==> config.mk <==
export PLATFORM = sky130hd
export DESIGN_NAME = register_sequencer
export DESIGN_NICKNAME = d
export VERILOG_FILES = /design/src/rtl/register_sequencer.sv
export SDC_FILE = /design/constraint.sdc
export NUM_CORES = 1
export LEC_CHECK = 0
export CAP_MARGIN = 20
export CORE_ASPECT_RATIO = 0.75
export CORE_MARGIN = 2
export CORE_UTILIZATION = 38
export CTS_CLUSTER_DIAMETER = 30
export DETAILED_ROUTE_END_ITERATION = 10
export PLACE_DENSITY = 0.78
export SLEW_MARGIN = 10
export SYNTH_ARGS = -nofsm -noshare
export SYNTH_HDL_FRONTEND = slang
export SYNTH_SLANG_ARGS = --single-unit
==> constraint.sdc <==
create_clock -name clk -period 1.5 [get_ports clk]
set_input_delay 0.15 -clock clk [delete_from_list [all_inputs] [get_ports clk]]
set_output_delay 0.15 -clock clk [all_outputs]
set_load 0.02 [all_outputs]
==> src/rtl/register_sequencer.sv <==
// Purpose:      expands LOAD / CLEAR / INC-by-N / DEC-by-N commands into single-cycle
//               load/inc/dec/clr pulses for a downstream register, saturating at 0 / all-ones.
// Latency:      LOAD/CLEAR act in cycle 1 and finish (done) in cycle 2; INC/DEC N pulse in
//               cycles 1..N and finish in cycle N+1 (one extra empty cycle when saturating).
// Backpressure: cmd_ready is high only in IDLE, so one command is in flight at a time;
//               a new command can be accepted on the edge that ends the done cycle.
//
// Ports:
//   clk, rst                 clock, asynchronous active-high reset
//   cmd_valid/cmd_ready      command handshake; cmd_op (00 LOAD, 01 INC, 10 DEC, 11 CLEAR)
//   cmd_data                 LOAD value, or repeat count in the low COUNT_SIZE bits
//   reg_value                current output of the downstream register
//   reg_in                   registered LOAD value driven to the register
//   reg_load/inc/dec/clr     register controls, at most one high per cycle
//   done                     one-cycle completion pulse
//   sat                      last step command stopped early at a limit
module register_sequencer #(
  parameter int DATA_SIZE  = 11,
  parameter int COUNT_SIZE = 4
) (
  input  logic                 clk,
  input  logic                 rst,
  input  logic                 cmd_valid,
  output logic                 cmd_ready,
  input  logic [1:0]           cmd_op,
  input  logic [DATA_SIZE-1:0] cmd_data,
  input  logic [DATA_SIZE-1:0] reg_value,
  output logic [DATA_SIZE-1:0] reg_in,
  output logic                 reg_load,
  output logic                 reg_inc,
  output logic                 reg_dec,
  output logic                 reg_clr,
  output logic                 done,
  output logic                 sat
);

  typedef enum logic [1:0] {
    S_IDLE  = 2'd0,
    S_LOAD  = 2'd1,
    S_STEP  = 2'd2,
    S_CLEAR = 2'd3
  } state_t;

  localparam logic [1:0] OP_LOAD  = 2'b00;
  localparam logic [1:0] OP_INC   = 2'b01;
  localparam logic [1:0] OP_DEC   = 2'b10;
  localparam logic [1:0] OP_CLEAR = 2'b11;

  localparam logic [COUNT_SIZE-1:0] REM_ONE = {{(COUNT_SIZE-1){1'b0}}, 1'b1};

  state_t                state;
  logic [1:0]            op;
  logic [COUNT_SIZE-1:0] rem;
  logic                  at_limit;
  logic                  step_go;

  // Limit check looks at the live register value, so a pulse is never
  // issued when it would wrap the register.
  always_comb begin
    at_limit = 1'b0;
    if (op == OP_INC) begin
      at_limit = &reg_value;
    end else begin
      at_limit = (reg_value == '0);
    end
  end

  assign step_go   = (state == S_STEP) && (rem != '0) && !at_limit;
  assign reg_inc   = step_go && (op == OP_INC);
  assign reg_dec   = step_go && (op == OP_DEC);
  assign reg_load  = (state == S_LOAD);
  assign reg_clr   = (state == S_CLEAR);
  // Gated with rst so the port reads 0 during reset even before the first edge.
  assign cmd_ready = (state == S_IDLE) && !rst;

  always_ff @(posedge clk or posedge rst) begin
    if (rst) begin
      state  <= S_IDLE;
      op     <= OP_LOAD;
      rem    <= '0;
      reg_in <= '0;
      done   <= 1'b0;
      sat    <= 1'b0;
    end else begin
      // done is a single-cycle pulse unless a transition below re-asserts it.
      done <= 1'b0;
      case (state)
        S_IDLE: begin
          if (cmd_valid) begin
            op  <= cmd_op;
            rem <= cmd_data[COUNT_SIZE-1:0];
            sat <= 1'b0;
            case (cmd_op)
              OP_LOAD: begin
                reg_in <= cmd_data;
                state  <= S_LOAD;
              end
              OP_CLEAR: state <= S_CLEAR;
              default:  state <= S_STEP;
            endcase
          end
        end
        S_LOAD: begin
          state <= S_IDLE;
          done  <= 1'b1;
        end
        S_CLEAR: begin
          state <= S_IDLE;
          done  <= 1'b1;
        end
        S_STEP: begin
          if (rem == '0) begin
            state <= S_IDLE;
            done  <= 1'b1;
            sat   <= 1'b0;
          end else if (at_limit) begin
            // Stopped short: this cycle carries no pulse.
            state <= S_IDLE;
            done  <= 1'b1;
            sat   <= 1'b1;
          end else begin
            rem <= rem - REM_ONE;
            if (rem == REM_ONE) begin
              state <= S_IDLE;
              done  <= 1'b1;
              sat   <= 1'b0;
            end
          end
        end
        default: state <= S_IDLE;
      endcase
    end
  end

endmodule

==> flow_summary.toml <==
[run_status]
outcome = "finished with violations"
failed_checks = "negative setup slack"

[synth]
synth.ff_latch_count = 21
mappedNetlistNets = 130
syn_inst = 98
ys.flop_type = "sky130_fd_sc_hd__dfrtp_1"
ys_async_sr_fraction_pct = 100
number_of_distinct_library_cells_after_synthesis = 33
syn_avg_cell_area_sq_um = 11.4
syn-cell-area_sq_mm = 0.00111
synth_seq_area_share_pct = 47.1
synth_edf_count = 0
count_of_synthesis_stage_warnings_from_yosys = 0

[setup_path]
setup.worst_path.end_class = "output port"
timing.critical_path.from_type = "primary input"
cp.required_ns = 1.35
cp_max_fo = 3
critical_path_arrival_ns = 1.61
setup.worst_path.class = "in2out"

[drt]
post_drt_wl_per_cell_um = 15.2
remaining_drc_errors = 0
initialDrtViolationCount = 65
firstDrtPassIters = 4
route.antenna.remaining_nets = 0
drt-vias-per-instance = 5.24
route.vias.total = 1079
total_routed_length_um = 3120

[cells_and_area]
antenna_cells_inserted = 0
multi_input_logic_area_sq_um = 622
finalInstanceArea_sq_mm = 0.00192
num-nets-final = 203
nFillCells = 190
layout-area-overhead-vs-synth_pct = 71.9
final_cell_mix = "sky130_fd_sc_hd__clkdlybuf4s50_1, sky130_fd_sc_hd__buf_4, sky130_fd_sc_hd__dfrtp_1, sky130_fd_sc_hd__mux2_2, sky130_fd_sc_hd__inv_1"
final_core_utilization_pct = 70.9
finish.cell_count_without_fillers = 206
most_frequent_standard_cell_in_the_layout_excluding_fill_and_tap_cells = "sky130_fd_sc_hd__clkdlybuf4s50_1"
register_area_sq_um = 526
drive_above_1_share_pct = 34.1

[floorplanning]
num_rows = 16
die-height_um = 50.9
core_region_area_sq_mm = 0.00270
die-area_sq_mm = 0.00339
io_pins = 45
floorplan.die.width_um = 66.5
initial_core_util_pct = 41.2

[placed_design]
dpl.hpwl_um = 2350
finalWeightedCongestion = 0.865
place.detailed.instances = 199
io_buffer_count = 44
place_worst_setup_slack_ns = -0.693
dpl_cell_area_sq_mm = 0.00180

[grt]
grt_pass1_vias = 1135
groute.usage.overall_pct = 20.1
global_route.overflow_total = 0
antenna_found_initial = 0
grt_start_max_net_pins = 22
grt_first_pass_wirelength_um = 5130

[power_and_ir_drop]
p_total_mw = 3.50
power_density_mw_per_mm2 = 1830
leakage_nw = 0.886
vdd_ir_drop_max_uv = 1250

[timing]
fmax_mhz = 567
hold-worst-slack_ns = 0.252
unrepaired_setup_endpoints_after_global_routing = "true"
period_share_pct = 118
final_hold_viol_count = 0
fin_setup_tns_ns = -1.08
post-route-min-period_ns = 1.76
worst_clock_skew_ns = 0.00544
setup_violations = 7
fin_ws_ns = -0.263
slew_at_the_pin_closest_to_its_max_slew_limit_ns = 0.369
slew_violations = 0
relSlewSlack_pct = 75.3

[cts]
clock_path_buffers = 2
clock_tree.root_cell = "sky130_fd_sc_hd__clkbuf_8"
clkLatencyLatePin_ns = 0.27
cts_hold_repair.buffers = 0
ctsHtreeMaxLevel = 1
clk_transition_reported_paths_ns = 0.08
cts.sinks = 21
cts_tree = "yes"
cts-buffers-inserted = 3

[min_path]
holdCritPathClass = "in2async"

[flow_run]
drv_cap = 0
registers in the layout, indices dropped and copies added, names as in the netlist:
register and flops:
done 1, reg_in 11, sat 1, rem 4
op 2, state 2
final timing paths:
| check | slack (ns) | start | depth (start not counted) | endpoint |
|---|---|---|---|---|
| setup / recovery | -0.26 | reg_value[10] | 6 | reg_dec |
| hold / removal | 0.25 | rst | 3 | reg_in[4]$_DFFE_PP0P_ |
| setup reg to reg | -0.15 | op[1]$_DFFE_PP0P_ | 5 | rem[1]$_DFFE_PP0P_ |
| hold reg to reg | 0.50 | sat$_DFFE_PP0P_ | 1 | sat$_DFFE_PP0P_ |
| max in group asynchronous | 1.03 | rst | 3 | reg_in[8]$_DFFE_PP0P_ |
| min in group clk | 0.49 | cmd_data[4] | 2 | reg_in[4]$_DFFE_PP0P_ |
worst max-delay path: stages:
cell	delay, ns
sky130_fd_sc_hd__clkdlybuf4s50_1	0.50
sky130_fd_sc_hd__nand3_2	0.09
sky130_fd_sc_hd__or4_4	0.56
sky130_fd_sc_hd__nand3_4	0.13
sky130_fd_sc_hd__nor3b_4	0.05
sky130_fd_sc_hd__buf_6	0.12
Yosys cell counts, types with 2 or more instances:
library cell               n  share of area [%]
sky130_fd_sc_hd__a21o_1    2                1.3
sky130_fd_sc_hd__a21oi_1   2               0.90
sky130_fd_sc_hd__and2_1    3                1.7
sky130_fd_sc_hd__dfrtp_1  21                 47
sky130_fd_sc_hd__ha_1      5                5.6
sky130_fd_sc_hd__inv_1     7                2.4
sky130_fd_sc_hd__mux2_2   11                 11
sky130_fd_sc_hd__mux2i_1   2                1.8
sky130_fd_sc_hd__nand2_1   4                1.3
sky130_fd_sc_hd__nand3_1   3                1.3
sky130_fd_sc_hd__nand4_1   2                1.1
sky130_fd_sc_hd__nor2_1    8                2.7
sky130_fd_sc_hd__nor3_1    3                1.3
sky130_fd_sc_hd__nor4_1    4                2.2
sky130_fd_sc_hd__o21ai_0   3                1.3
metal layers:
| metal | GRT usage [%] | vias to the layer above | wire, um |
|---|---|---|---|
| met5 | 0 | - | 0 |
| met2 | 35.0 | 40 | 1580 |
| met4 | 5.44 | 0 | 24 |
| li1 | - | 517 | - |
| met3 | 5.95 | 4 | 188 |
| met1 | 24.3 | 518 | 1330 |
layout make-up:
| class | instances | share of cell area (%) |
|---|---|---|
| flip-flops and latches | 21 | 27.4 |
| clock inverters | 1 | 0.261 |
| multi-input cells | 69 | 32.4 |
| well taps | 36 | 2.35 |
| clock buffers | 3 | 2.15 |
| repair buffers | 69 | 34.0 |
| inverters | 7 | 1.37 |
logic make-up (layout without fill, tap and decap cells):
group / count (synthesis) / in the layout / share of synthesized area (%)
and+or+nand+nor: 34 / 34 / 18.9
DFF: 21 / 21 / 47.1
AOI/OAI and AO/OA: 16 / 16 / 11.9
muxes: 13 / 13 / 12.9
buffers and inverters: 8 / 80 / 2.81
adders and majority gates: 5 / 5 / 5.61
xor gates and xnor gates: 1 / 1 / 0.786
power by group:
group | switching, mW | total, mW | internal [mW]
sequential | 0.138 | 0.967 | 0.829
clock | 0.194 | 0.379 | 0.185
combinational | 0.999 | 2.16 | 1.16
total | 1.33 | 3.50 | 2.17
what timing repair did:
| item | CTS | global route |
|---|---|---|
| cloned | 0 | 0 |
| pin swaps | 3 | 2 |
| buffers inserted | 2 | 1 |
| setup endpoints to repair | 20 | 21 |
| gates resized for setup | 20 | 13 |
No activity file was read; power rests on OpenSTA's default activity.
